[src/rtl/widen_accum_pkg.sv]
// Shared definitions for widen_accum: FSM state encoding and default widths.
// Saturating accumulation is selected by defining WIDEN_ACCUM_SAT_EN.
package widen_accum_pkg;

  localparam int K_DEF  = 8;
  localparam int N_DEF  = 16;
  localparam int CW_DEF = 8;

  typedef enum logic [1:0] {
    IDLE  = 2'd0,
    ACCUM = 2'd1,
    HOLD  = 2'd2
  } state_e;

endpackage

[src/rtl/widen_accum_sat_add.sv]
// Signed N-bit adder with overflow detection; clamps on overflow when
// WIDEN_ACCUM_SAT_EN is defined, otherwise wraps modulo 2^N.
module sat_add #(
  parameter int N = 16
) (
  input  logic [N-1:0] a_i,
  input  logic [N-1:0] b_i,
  output logic [N-1:0] sum_o,
  output logic         ovf_o
);

  logic [N-1:0] sum_raw;

  assign sum_raw = a_i + b_i;
  // Overflow only possible when both operands share a sign and the result flips it.
  assign ovf_o   = (a_i[N-1] == b_i[N-1]) && (sum_raw[N-1] != a_i[N-1]);

`ifdef WIDEN_ACCUM_SAT_EN
  always_comb begin
    sum_o = sum_raw;
    if (ovf_o) begin
      sum_o = a_i[N-1] ? {1'b1, {(N-1){1'b0}}} : {1'b0, {(N-1){1'b1}}};
    end
  end
`else
  assign sum_o = sum_raw;
`endif

endmodule

[src/rtl/widen_accum.sv]
// Frame accumulator: sums i_len signed K-bit samples into an N-bit result.
// Optional saturation via WIDEN_ACCUM_SAT_EN (handled inside sat_add).
// Handshake: a transfer happens on a rising edge where valid && ready are both
// high; the producer holds data stable while valid is high and ready is low.
module widen_accum
  import widen_accum_pkg::*;
#(
  parameter int K  = K_DEF,
  parameter int N  = N_DEF,
  parameter int CW = CW_DEF
) (
  input  logic          clk,
  input  logic          rst,
  input  logic          i_valid,
  output logic          o_ready,
  input  logic [K-1:0]  i_data,
  input  logic [CW-1:0] i_len,
  output logic          o_valid,
  input  logic          i_ready,
  output logic [N-1:0]  o_data,
  output logic          o_ovf,
  output logic [1:0]    o_dbg_state
);

  state_e        state_q, state_d;
  logic [N-1:0]  acc_q, acc_d;
  logic [CW-1:0] cnt_q, cnt_d;
  logic [CW-1:0] len_q, len_d;
  logic          ovf_q, ovf_d;
  logic          valid_q, ready_q;

  logic [N-1:0]  sample_ext;
  logic [N-1:0]  add_sum;
  logic          add_ovf;
  logic          accept;

  assign sample_ext = {{(N-K){i_data[K-1]}}, i_data};
  assign accept     = i_valid && ready_q;

  sat_add #(.N(N)) u_sat_add (
    .a_i   (acc_q),
    .b_i   (sample_ext),
    .sum_o (add_sum),
    .ovf_o (add_ovf)
  );

  always_comb begin
    state_d = state_q;
    acc_d   = acc_q;
    cnt_d   = cnt_q;
    len_d   = len_q;
    ovf_d   = ovf_q;
    case (state_q)
      IDLE: begin
        if (accept) begin
          // A zero length is treated as a one-sample frame.
          len_d   = (i_len == '0) ? CW'(1) : i_len;
          acc_d   = sample_ext;
          cnt_d   = CW'(1);
          ovf_d   = 1'b0;
          state_d = (len_d == CW'(1)) ? HOLD : ACCUM;
        end
      end
      ACCUM: begin
        if (accept) begin
          acc_d = add_sum;
          ovf_d = ovf_q | add_ovf;
          cnt_d = cnt_q + CW'(1);
          if (cnt_d == len_q) begin
            state_d = HOLD;
          end
        end
      end
      HOLD: begin
        if (i_ready) begin
          state_d = IDLE;
        end
      end
      default: state_d = IDLE;
    endcase
  end

  always_ff @(posedge clk or posedge rst) begin
    if (rst) begin
      state_q <= IDLE;
      acc_q   <= '0;
      cnt_q   <= '0;
      len_q   <= '0;
      ovf_q   <= 1'b0;
      valid_q <= 1'b0;
      ready_q <= 1'b1;
    end else begin
      state_q <= state_d;
      acc_q   <= acc_d;
      cnt_q   <= cnt_d;
      len_q   <= len_d;
      ovf_q   <= ovf_d;
      valid_q <= (state_d == HOLD);
      ready_q <= (state_d != HOLD);
    end
  end

  assign o_valid     = valid_q;
  assign o_ready     = ready_q;
  assign o_data      = acc_q;
  assign o_ovf       = ovf_q;
  assign o_dbg_state = state_q;

endmodule

[config.mk]
export PLATFORM = sky130hd
export DESIGN_NAME = widen_accum
export DESIGN_NICKNAME = d
export VERILOG_FILES = /design/src/rtl/widen_accum_pkg.sv /design/src/rtl/widen_accum_sat_add.sv /design/src/rtl/widen_accum.sv
export SDC_FILE = /design/constraint.sdc
export NUM_CORES = 1
export LEC_CHECK = 0
export BUFFER_PORTS_ARGS = -buffer_cell sky130_fd_sc_hd__buf_4
export CORE_MARGIN = 8
export CORE_UTILIZATION = 30
export DETAILED_ROUTE_END_ITERATION = 8
export GPL_ROUTABILITY_DRIVEN = 1
export SETUP_SLACK_MARGIN = 0.4
export SYNTH_ARGS = -nofsm -noshare
export SYNTH_HDL_FRONTEND = slang
export SYNTH_SLANG_ARGS = --single-unit
[constraint.sdc]
create_clock -name clk -period 2.57 [get_ports clk]
set_clock_uncertainty 0.15 [all_clocks]
set_input_delay 0 -clock clk [delete_from_list [all_inputs] [get_ports clk]]
set_output_delay 0 -clock clk [all_outputs]
set_load 0.05 [all_outputs]
==> results by group <==
Die
  • Die W: 109 um
  • Site row count: 34
  • Io pins: 41
  • Full die area: 11900 um2
  • Floorplan core area: 8550 um2
  • DIE HEIGHT: 109 um
  • Initial core utilization: 30.3%

Routing
  • # DRC: 0
  • DRT antenna net count: 0
  • Pre-antenna DRT Iters: 4
  • Drt total wl: 6.96 mm
  • DR vias: 2402
  • Via density: 5.20
  • Drt wl/cell: 15.1 um
  • Initial DRC count: 105

Timing
  • Setup TNS: 0 ps
  • Fin crit share: 85.4%
  • RSZ-0062 raised after global routing: true
  • Fmax: 0.456 GHz
  • Final min period: 2190 ps
  • Fin. Hold Viols: 0
  • Pins Over Slew Limit: 0
  • Final setup viols: 0
  • Slew at the pin closest to its max-slew limit: 562 ps
  • Relative slew slack: 62.4%

Critical path
  • Critical path origin: o_data[0]
  • CP Max Fanout: 4
  • Worst reg2reg endpoint: o_data[12]
  • R2R Path Start: o_data[0]
  • CP endpoint: o_data[12]
  • R2R depth: 9
  • Req. time, crit path: 2620 ps
  • Reg2reg setup slack: 380 ps
  • WS Path Type: reg -> reg
  • Data arrival, critical path: 2250 ps
  • Worst setup SP type: flip-flop
  • Crit path capture type: flip-flop

Cells and area
  • Multi-input gate area: 1730 um2
  • Final core occ: 41.4%
  • Fin nets: 390
  • Storage cell area: 941 um2
  • Post-Layout Cell Count: 462
  • Area growth, synth to finish: 36.4%
  • Ant diodes: 0
  • Fillers: 837
  • Fin area: 3540 um2
  • Share of layout cells above drive strength 1: 33.1%

Logic synthesis
  • EDFF count, synth: 0
  • Top FF cell, synth: dfrtp_1
  • Ys Warns: 0
  • Avg Inst Size Synth: 9.16 um2
  • Cells after synthesis: 283
  • Top cell type's share of synthesized area: 34.7%
  • Post-synthesis cell type count: 53
  • Synth area leaders: dfrtp_1, ha_1, xnor2_1
  • Post-Syn Nets: 320
  • Yosys reg bits: 37
  • Async set-reset flop share out of synthesis: 100%
  • Post-synthesis cell area: 2590 um2
  • Seq/Total Area, Yosys: 35.8%
  • Yosys top cell by area: dfrtp_1

Clock network
  • CTS Buf Count: 5
  • CTS tree: done
  • Clock Path Buffers: 2
  • CTS clk-pin slew, worst paths: 90 ps
  • # clock sinks: 37
  • H-Tree Level Count: 2
  • CTS root buf: clkbuf_8
  • Clock latency on the worst-skew pair: 300 ps

GRT
  • Total track usage: 12.0%
  • Vias in the first global route: 2473
  • Overflow after GRT: 0
  • Initial antenna violation count: 0
  • First-pass GRT wire length: 11.6 mm
  • Largest net degree at the start of global routing: 38

Run
  • Maxcap violations: 0

Placed design
  • DP Area: 3060 um2
  • Gpl congestion: 0.801
  • I/O Buffers: 40
  • Cells after DPL: 427
  • HPWL after DPL: 4.98 mm

Power and ir drop
  • Worst IR drop on VDD: 559 uV
  • P_sw: 2.13 mW
  • Int Pwr: 2.28 mW
  • Pwr Total: 4.41 mW
  • Combinational Power Share: 65.0%
  • Leakage power: 1.52 nW
  • Reg power frac: 25.2%
  • Clk pwr share: 9.9%
  • Switching portion of total power: 48.3%
  • Power per cell area: 1250 nW/um2

Run status
  • Status: finished clean

Min path
  • Hold crit path type: in -> reg
  • Hold path depth: 4
==> Yosys cell counts (all sizes together), types with 3 or more instances <==
cell	count
dfrtp	36
nand2	26
nor2	24
o21ai	22
a21oi	18
ha	16
xnor2	13
inv	11
a21o	10
a211oi	8
nand3	8
and3	7
clkbuf	7
mux2	7
nor4	6
xor2	6
o211ai	5
mux2i	4
nand4	4
a31oi	3
and2	3
buf	3
nor2b	3
nor3	3
o21a	3
o31ai	3
or2	3
==> timing repair <==
action / 4_1_cts / 5_1_grt
pin swaps: 5 / 11
setup buffers: 3 / 7
setup endpoints to repair: 11 / 15
resized for setup: 5 / 26
hold endpoints to repair: 54 / 0
hold buffers: 17 / 0
==> registers in the layout, summed over array words and instances, names as in the netlist <==
signal,flops
o_ovf,1
o_dbg_state,2
o_valid,1
len_q,8
o_ready,1
cnt_q,8
o_data,16
==> critical path, stage by stage (launching register included) <==
cell,delay (ps)
dfrtp_2,430
ha_4,180
inv_2,60
fa_2,210
nor2b_2,50
o31a_1,270
o21a_2,250
a31oi_1,180
a21oi_1,100
nor4_1,220
==> routing by layer <==
| metal | routed length, um | track usage, % | up-vias |
|---|---|---|---|
| met1 | 3000 | 14.1 | 1176 |
| met4 | 89 | 4.20 | 0 |
| met5 | 0 | 0 | - |
| met3 | 341 | 2.84 | 10 |
| met2 | 3530 | 21.1 | 48 |
| li1 | - | - | 1168 |
==> how the worst min path moves through the flow <==
stage	startpoint	to	slack (ps)
6_report	i_data[1]	o_data[1]	70
2_1_floorplan	i_len[0]	len_q[0]	-30
5_1_grt	i_data[1]	o_data[1]	90
3_5_place_dp	rst	o_data[10]	10
4_1_cts	i_data[1]	o_data[1]	30
3_3_place_gp	rst	o_data[10]	10
==> power by group through the flow <==
stage / combinational (mW) / sequential (mW) / clock, mW
finish: 2.87 / 1.11 / 0.436
global route: 3.13 / 1.15 / 0.475
CTS: 2.63 / 1.10 / 0.447
detailed placement: 2.54 / 1.11 / 0
global placement: 2.50 / 1.10 / 0
floorplan: 1.46 / 1.55 / 0
==> stage by stage <==
step | setup WS, ps | hold WS (ps)
4_1_cts | 372 | 33.6
2_1_floorplan | 290 | -27.7
6_report | 375 | 65.7
3_5_place_dp | 276 | 11.5
3_3_place_gp | 350 | 13.5
5_1_grt | 282 | 86.8
==> cell families (layout without fill, tap and decap cells) <==
logic type | after synthesis | after routing | share of synthesized area, %
and+or+nand+nor | 97 | 97 | 20.7
xor gates and xnor gates | 19 | 19 | 6.42
muxes | 11 | 11 | 4.59
AOI/OAI and AO/OA | 81 | 81 | 19.8
adders and majority gates | 17 | 17 | 8.49
DFF | 37 | 37 | 35.8
buffers and inverters | 21 | 92 | 4.30
==> area by class of cell <==
cell class / count / area share (%)
tap: 108 / 3.82
timing repair buffer: 73 / 16.8
sequential: 37 / 26.6
multi-input combinational: 225 / 49.0
inverter: 11 / 1.17
clock buffer: 5 / 1.95
clock inverter: 3 / 0.602
==> cells in the final DEF (no fill, tap or decap), drive strengths merged, types with 2 or more instances in the layout <==
cell type and n:
or2 3, xor2 6, nor2b 3, nand3b 2, o31ai 3, o211ai 5, o21ai 22, nor4 6
and3 7, buf 56, o21a 3, a21o 10, o21bai 2, a31oi 3, or4 2, clkbuf 5
nor2 24, nand4 4, dlygate4sd3 17, dfrtp 36, ha 16, xnor2 13, and2 3, nand3 8
mux2 7, inv 12, a211oi 8, mux2i 4, nor3 3, a21oi 18, nand2 26
Power figures use the tool's default switching activity.
